==> src/rtl/fifo_wptr_full.sv <==
// Write-domain pointer and full-flag controller for an asynchronous FIFO.
// Owns the binary/Gray write pointer and derives full, almost-full, level and overflow.
module fifo_wptr_full #(
  parameter int unsigned addr_width         = 4,
  parameter int unsigned almost_full_thresh = 2
) (
  input  logic                  clk,
  input  logic                  rst,
  input  logic                  winc,
  input  logic [addr_width:0]   wq2_rptr,
  input  logic                  wovf_clr,
  output logic                  wen,
  output logic [addr_width-1:0] waddr,
  output logic [addr_width:0]   wptr,
  output logic                  wfull,
  output logic                  walmost_full,
  output logic [addr_width:0]   wlevel,
  output logic                  woverflow
);

  localparam int unsigned pw    = addr_width + 1;
  localparam int unsigned depth = 1 << addr_width;
  localparam logic [pw-1:0] af_level = pw'(depth - almost_full_thresh);

  logic [pw-1:0] wbin;
  logic [pw-1:0] wbin_next;
  logic [pw-1:0] wgray_next;
  logic [pw-1:0] rbin;
  logic [pw-1:0] full_ptr;
  logic [pw-1:0] level_next;

  assign waddr = wbin[addr_width-1:0];

  // Next-pointer, synchronized read pointer decode and flag terms.
  always_comb begin
    wen        = winc & ~wfull & ~rst;
    wbin_next  = wbin + pw'(wen);
    wgray_next = (wbin_next >> 1) ^ wbin_next;
    rbin       = '0;
    for (int i = 0; i < int'(pw); i++) begin
      rbin[i] = ^(wq2_rptr >> i);
    end
    // Full when write pointer is one lap ahead: top two Gray bits inverted.
    full_ptr   = {~wq2_rptr[addr_width:addr_width-1], wq2_rptr[addr_width-2:0]};
    level_next = wbin_next - rbin;
  end

  always_ff @(posedge clk) begin
    if (rst) begin
      wbin         <= '0;
      wptr         <= '0;
      wfull        <= 1'b0;
      walmost_full <= 1'b0;
      wlevel       <= '0;
      woverflow    <= 1'b0;
    end else begin
      wbin         <= wbin_next;
      wptr         <= wgray_next;
      wfull        <= (wgray_next == full_ptr);
      walmost_full <= (level_next >= af_level);
      wlevel       <= level_next;
      // A write attempt while full takes precedence over a clear.
      if (winc & wfull) begin
        woverflow <= 1'b1;
      end else if (wovf_clr) begin
        woverflow <= 1'b0;
      end
    end
  end

endmodule

==> config.mk <==
export PLATFORM = sky130hd
export DESIGN_NAME = fifo_wptr_full
export DESIGN_NICKNAME = d
export VERILOG_FILES = /design/src/rtl/fifo_wptr_full.sv
export SDC_FILE = /design/constraint.sdc
export NUM_CORES = 1
export LEC_CHECK = 0
export ABC_CLOCK_PERIOD_IN_PS = 6500
export CORE_AREA = 5 5 49 51
export CTS_CLUSTER_SIZE = 28
export DETAILED_ROUTE_END_ITERATION = 10
export DIE_AREA = 0 0 54 56
export GPL_TIMING_DRIVEN = 1
export PLACE_DENSITY = 0.87
export RECOVER_POWER = 100
export SLEW_MARGIN = 0
export SYNTH_ARGS = -nofsm -noshare
export SYNTH_HDL_FRONTEND = slang
export SYNTH_SLANG_ARGS = --single-unit
==> constraint.sdc <==
create_clock -name clk -period 6.5 [get_ports clk]
set_clock_uncertainty 0.2 [all_clocks]
set_input_delay 1.3 -clock clk [delete_from_list [all_inputs] [get_ports clk]]
set_output_delay 1.3 -clock clk [all_outputs]
set_load 0.05 [all_outputs]
==> key figures, run 1 <==
Finish
  • Layout cells sized above 1: 4.55%
  • Fin area: 1100 um^2
  • Antenna Cells: 0
  • P&R area growth vs syn: 33.6%
  • Nets: 127

Yosys
  • Syn_nets: 98
  • Mapped Area: 827 um^2
  • Cell taking the most area after synthesis: dfxtp_1
  • Synth Instances: 82
  • Seq/Total Area, Yosys: 41.1%
  • Synth cell types: 24
  • Top post-synthesis cells by area: dfxtp_1, xnor2_1, ha_1, xor2_1, nor2_1
  • Synthesized area per cell: 10.1 um^2
  • Ys Warns: 0
  • Yosys reg bits: 17
  • Post-synth top area share: 41.1%

Clocking
  • H-tree levels: 1
  • Clock tree buffer depth: 2
  • Worst-path clk slew: 0.09 ns
  • Post-CTS setup buffers: 0
  • Hold-fix buffers at CTS: 0
  • TritonCTS buffer count: 3
  • Clock sinks: 17
  • Worst-Skew Late Latency: 0.29 ns
  • CTS resizes: 0
  • CTS tree: yes
  • Root Buffer Master: clkbuf_4

Worst setup path
  • Peak fanout along the critical path: 18
  • CP endpoint kind: output port
  • Flop2flop setup slack: 3.66 ns
  • R2R depth: 9
  • R2r startpoint: wfull
  • Crit path kind: primary input to output port
  • R2R Path End: walmost_full
  • Critical Path Source Type: primary input
  • Critical path data required time: 5.00 ns
  • Critical path data arrival time: 3.31 ns

Power and ir drop
  • Sw Share: 36.0%
  • Clk pwr share: 19.6%
  • Static Leak: 0.000519 uW
  • P per Cell Area: 248 nW/um^2
  • Comb power frac: 38.0%
  • Sequential power share: 42.3%
  • Internal Power: 175 uW
  • Psw: 98.7 uW
  • Peak VDD IR: 124 uV
  • Pwr Total: 274 uW

Global routing
  • Vias in the first global route: 624
  • Initial antenna violation count: 0
  • Largest net degree at the start of global routing: 19
  • First-pass GRT wire length: 2.59 mm
  • Global Route Usage Sum: 11.8%
  • GRT overflow: 0

Worst hold path
  • Sink of the worst hold path: woverflow
  • Worst hold path depth: 2
  • Hold Path Class: flip-flop to flip-flop
  • Hold_sp: woverflow

Run
  • Max cap viols: 0

Floorplan
  • Die W: 54 um
  • IO Pins: 27
  • Initial core utilization: 43.5%
  • Core footprint: 1900 um^2
  • Die area: 3020 um^2
  • Die height: 56 um
  • FP Rows: 16

STA
  • Final hold vios: 0
  • RSZ-0062 raised after global routing: false
  • Period utilisation layout: 74.0%
  • Slew of the pin with the lowest slew margin: 0.580 ns
  • Fmax: 208 MHz
  • Setup TNS: 0 ns
  • Final worst path period need: 4.81 ns
  • # setup viols final: 0
  • Max-slew headroom at the worst pin: 61.2%
  • Pins over their slew limit: 0
  • WHS: 0.277 ns

Routing
  • Detail Route Antenna Nets: 0
  • DR pass1 iterations: 2
  • Via density: 4.62
  • Total number of vias: 633
  • Initial DRC count: 6
  • Routed WL: 1.57 mm
  • DRC: 0
  • Wire per inst: 11.5 um

Placed design
  • IO buf count: 26
  • Post-DP HPWL: 1.33 mm
  • Area after DPL: 1110 um^2
  • GP Congestion: 0.789

Outcome
  • Status: complete, no violations
-- cell usage after synthesis, drive strengths merged --
cell / instances
nor2: 13
a21o: 2
clkbuf: 2
nor3b: 1
inv: 7
or2: 1
o32ai: 1
nand3: 4
a21oi: 4
nand2b: 1
ha: 6
xnor2: 11
or3: 1
nor2b: 1
nand2: 1
xor2: 8
dfxtp: 17
fa: 1
-- power groups by stage --
stage / combinational, uW / clock, uW / sequential [uW]
final: 104 / 53.8 / 116
after detailed placement: 109 / 0 / 119
after global placement: 107 / 0 / 119
after floorplan: 39.9 / 0 / 155
after CTS: 109 / 55.9 / 117
after global routing: 112 / 62.3 / 118
-- worst max-delay path, cell delays in order --
cell and delay (ns):
dlygate4sd3_1 0.76, nor3b_1 0.33, dlygate4sd3_1 0.92
-- placed cells by master (no fill, tap or decap) --
cell type and instances:
xor2_1 8, nand2b_1 1, or2_1 1, o32ai_1 1
clkbuf_1 1, nor3b_1 1, dfxtp_1 17, nand3_1 4
nand2_1 1, nor2b_1 1, or3_1 1, a21o_1 2
xnor2_1 10, nor2_1 13, ha_1 6, inv_2 1
fa_1 1, clkbuf_4 3, xnor2_2 1, clkdlybuf4s50_1 7
dlygate4sd3_1 19, a21oi_1 4, inv_1 6
-- logic make-up (layout without fill, tap and decap cells) --
kind of cell	count (synthesis)	after routing	share of synthesized area, %
AND/OR/NAND/NOR	23	23	13.3
buffers and inverters	9	37	4.08
flip-flops	17	17	41.2
adder cells (fa/ha/maj)	7	7	11.5
XOR/XNOR	19	19	24.2
AO/OA/AOI/OAI	7	7	5.75
-- through the flow --
step / utilization, % / cells / setup WS [ns]
floorplan: - / 82 / 1.77
global placement: 58.6 / 133 / 1.78
detailed placement: 58.6 / 133 / 1.71
CTS: 59.9 / 137 / 1.71
global route: 58.1 / 137 / 1.57
finish: 58.1 / 137 / 1.69
-- per-layer routing --
layer  vias up  share of wire [%]  routed length (um)  global-route usage [%]
met4         0                2.7                  43                    8.54
met2        22                 49                 775                    19.0
met5         -                  0                   0                       0
li1        317                  -                   -                       -
met3         5                6.4                 101                    2.41
met1       289                 41                 652                    13.2
-- flip-flops by register name, summed over array words and instances, names as in the netlist --
register / flops
wlevel: 5
wptr: 5
wfull: 1
wbin: 4
walmost_full: 1
woverflow: 1
-- cell type report --
cell class	instances	area, um^2
Clock buffer	4	26.3
Multi-Input combinational cell	56	418
Sequential cell	17	340
Tap cell	27	33.8
Fill cell	174	797
Timing Repair Buffer	26	260
Inverter	7	26.3
-- worst max-delay path by stage --
stage / cells past startpoint / endpoint / from
2_1_floorplan: 10 / walmost_full / rst
3_3_place_gp: 3 / wen / rst
3_5_place_dp: 3 / wen / rst
4_1_cts: 3 / wen / rst
5_1_grt: 3 / wen / rst
6_report: 3 / wen / rst
No activity file was read; power rests on OpenSTA's default activity.
==> run 2, diff against run 1 <==
--- a/config.mk
+++ b/config.mk
@@ -5,13 +5,13 @@
 export SDC_FILE = /design/constraint.sdc
 export NUM_CORES = 1
 export LEC_CHECK = 0
-export ABC_CLOCK_PERIOD_IN_PS = 6500
-export CORE_AREA = 5 5 49 51
+export ABC_CLOCK_PERIOD_IN_PS = 4100
+export CORE_AREA = 5 5 52 54
 export CTS_CLUSTER_SIZE = 28
 export DETAILED_ROUTE_END_ITERATION = 10
-export DIE_AREA = 0 0 54 56
+export DIE_AREA = 0 0 57 59
 export GPL_TIMING_DRIVEN = 1
-export PLACE_DENSITY = 0.87
+export PLACE_DENSITY = 0.81
 export RECOVER_POWER = 100
 export SLEW_MARGIN = 0
 export SYNTH_ARGS = -nofsm -noshare
==> constraint.sdc (replaced) <==
create_clock -name clk -period 4.1 [get_ports clk]
set_clock_uncertainty 0.2 [all_clocks]
set_input_delay 0.82 -clock clk [delete_from_list [all_inputs] [get_ports clk]]
set_output_delay 0.82 -clock clk [all_outputs]
set_load 0.05 [all_outputs]
==> key figures, run 2 (synthesized netlist as in run 1, its figures left out) <==
Floorplan
  • Initial core utilization: 38.1% (-5.4 points)
  • Die W: 57 um (+5.6%)
  • IO Pins: 27 (unchanged)
  • Die height: 59 um (+5.4%)
  • FP Rows: 17 (+1)
  • Die area: 3360 um^2 (+11%)
  • Core footprint: 2170 um^2 (+14%)

Clocking
  • Clock tree buffer depth: 2 (unchanged)
  • Worst-path clk slew: 0.09 ns (about the same)
  • Root Buffer Master: clkbuf_4
  • TritonCTS buffer count: 3 (unchanged)
  • Clock sinks: 17 (unchanged)
  • CTS resizes: 0 (unchanged)
  • H-tree levels: 1 (unchanged)
  • CTS tree: yes
  • Hold-fix buffers at CTS: 0 (unchanged)
  • Post-CTS setup buffers: 0 (unchanged)
  • Worst-Skew Late Latency: 0.28 ns (about the same)

Finish
  • Nets: 128 (+0.79%)
  • Commonest non-fill, non-tap cell in the layout: dlygate4sd3_1
  • Most frequent cells in the layout: dlygate4sd3_1, dfxtp_1, nor2_1
  • P&R area growth vs syn: 33.9%
  • Multi-input combinational cell area: 414 um^2 (-0.90%)
  • Filler cells: 219 (+26%)
  • Top Registers: wlevel: 5 flops, wptr: 5 flops, wbin: 4 flops
  • Register area: 340 um^2 (unchanged)
  • Layout cells sized above 1: 4.50% (-0.041 points)
  • Antenna Cells: 0 (unchanged)

Run
  • Max cap viols: 0 (unchanged)

Worst setup path
  • CP most frequent cell: xnor2_1
  • R2r startpoint: wfull
  • Critical path data arrival time: 3.57 ns (+0.26 ns)
  • Crit path cell chain: dlygate4sd3_1 -> xnor2_1 -> xor2_1 -> xor2_1 -> xnor2_1 -> ha_1 -> fa_1 -> inv_1 -> a21o_1 -> a21oi_1 -> xnor2_1 -> o32ai_1
  • Critical path origin: wq2_rptr[4]
  • CP max-delay cell: dlygate4sd3_1
  • Largest stage delay, worst path: 0.57 ns (-0.35 ns)
  • Crit path kind: primary input to flip-flop
  • Critical Path Source Type: primary input
  • Peak fanout along the critical path: 3 (-15)
  • Critical path data required time: 4.03 ns (-0.97 ns)
  • CP endpoint kind: flip-flop

Outcome
  • Status: complete, no violations

Global routing
  • Global Route Usage Sum: 10.5% (-1.3 points)
  • Vias in the first global route: 636 (+1.9%)
  • GRT overflow: 0 (unchanged)
  • First-pass GRT wire length: 2.75 mm (+6.4%)
  • Initial antenna violation count: 0 (unchanged)
  • Largest net degree at the start of global routing: 18 (-1)

STA
  • Slew of the pin with the lowest slew margin: 0.711 ns (+0.131 ns)
  • Setup TNS: 0 ns (unchanged)
  • Period utilisation layout: 88.7%
  • Fmax: 275 MHz
  • Pins over their slew limit: 0 (unchanged)
  • RSZ-0062 raised after global routing: false
  • # setup viols final: 0 (unchanged)
  • Max-slew headroom at the worst pin: 52.6% (-8.6 points)
  • Final hold vios: 0 (unchanged)
  • Final worst path period need: 3.63 ns

Power and ir drop
  • Static Leak: 0.000512 uW (-1.4%)
  • Pwr Total: 438 uW (+60%)
  • P per Cell Area: 395 nW/um^2 (+59%)
  • Peak VDD IR: 230 uV (+85%)

Routing
  • Wire per inst: 11.6 um (+1.2%)
  • Via density: 4.62 (about the same)
  • Initial DRC count: 3 (-3)
  • DRC: 0 (unchanged)
  • Routed WL: 1.62 mm (+2.7%)
  • DR pass1 iterations: 4 (+2)
  • Total number of vias: 642 (+1.4%)
  • Detail Route Antenna Nets: 0 (unchanged)

Placed design
  • IO buf count: 26 (unchanged)
  • GP Congestion: 0.751 (-4.8%)
  • Post-DP HPWL: 1.38 mm (+3.9%)

Worst hold path
  • Hold_sp: woverflow
  • Hold Path Class: flip-flop to flip-flop
## run 2: critical path, delay by kind of cell
kind | cells | cell delay (ns)
AOI/OAI and AO/OA | 3 | 0.32
adders and majority gates | 2 | 0.63
xor gates and xnor gates | 5 | 1.14
buffers and inverters | 2 | 0.64
## run 2: cell type report
type	count	area share, %
timing repair buffer	27	23.8
multi-input combinational	56	37.4
inverter	7	2.37
clock inverter	1	0.452
clock buffer	3	2.03
tap	28	3.16
sequential	17	30.7
## run 2: through the flow
| step | instance area, um^2 | hold slack, ns | util [%] | std cells | setup slack (ns) |
|---|---|---|---|---|---|
| 2_1_floorplan | 832 | 0.490 | - | 82 | 0.428 |
| 6_report | 1110 | 0.270 | 51.0 | 139 | 0.465 |
| 4_1_cts | 1150 | 0.275 | 53.2 | 139 | 0.637 |
| 3_3_place_gp | 1130 | 0.255 | 52.0 | 135 | 0.489 |
| 5_1_grt | 1110 | 0.316 | 51.0 | 139 | 0.231 |
| 3_5_place_dp | 1130 | 0.261 | 52.0 | 135 | 0.326 |
## run 2: worst paths after layout
path         slack [ns]  depth (start not counted)            to
max                0.47                         12  walmost_full
min                0.27                          2     woverflow
max reg2reg        1.29                          9  walmost_full
min reg2reg        0.27                          2     woverflow
## run 2: metal layers
layer	part of all wire (%)	GRT usage, %	vias to the layer above	wire (um)
li1	-	-	319	-
met1	41	11.2	301	655
met2	53	19.6	20	853
met3	5.6	1.09	2	91
met4	0.87	6.95	0	14
met5	0	0	-	0
## run 2: where the power goes
group	internal [uW]	switching, uW	leakage (uW)
clock	36.2	49.7	0.0000177
combinational	59.6	108	0.000355
sequential	181	3.22	0.000139
total	277	161	0.000512
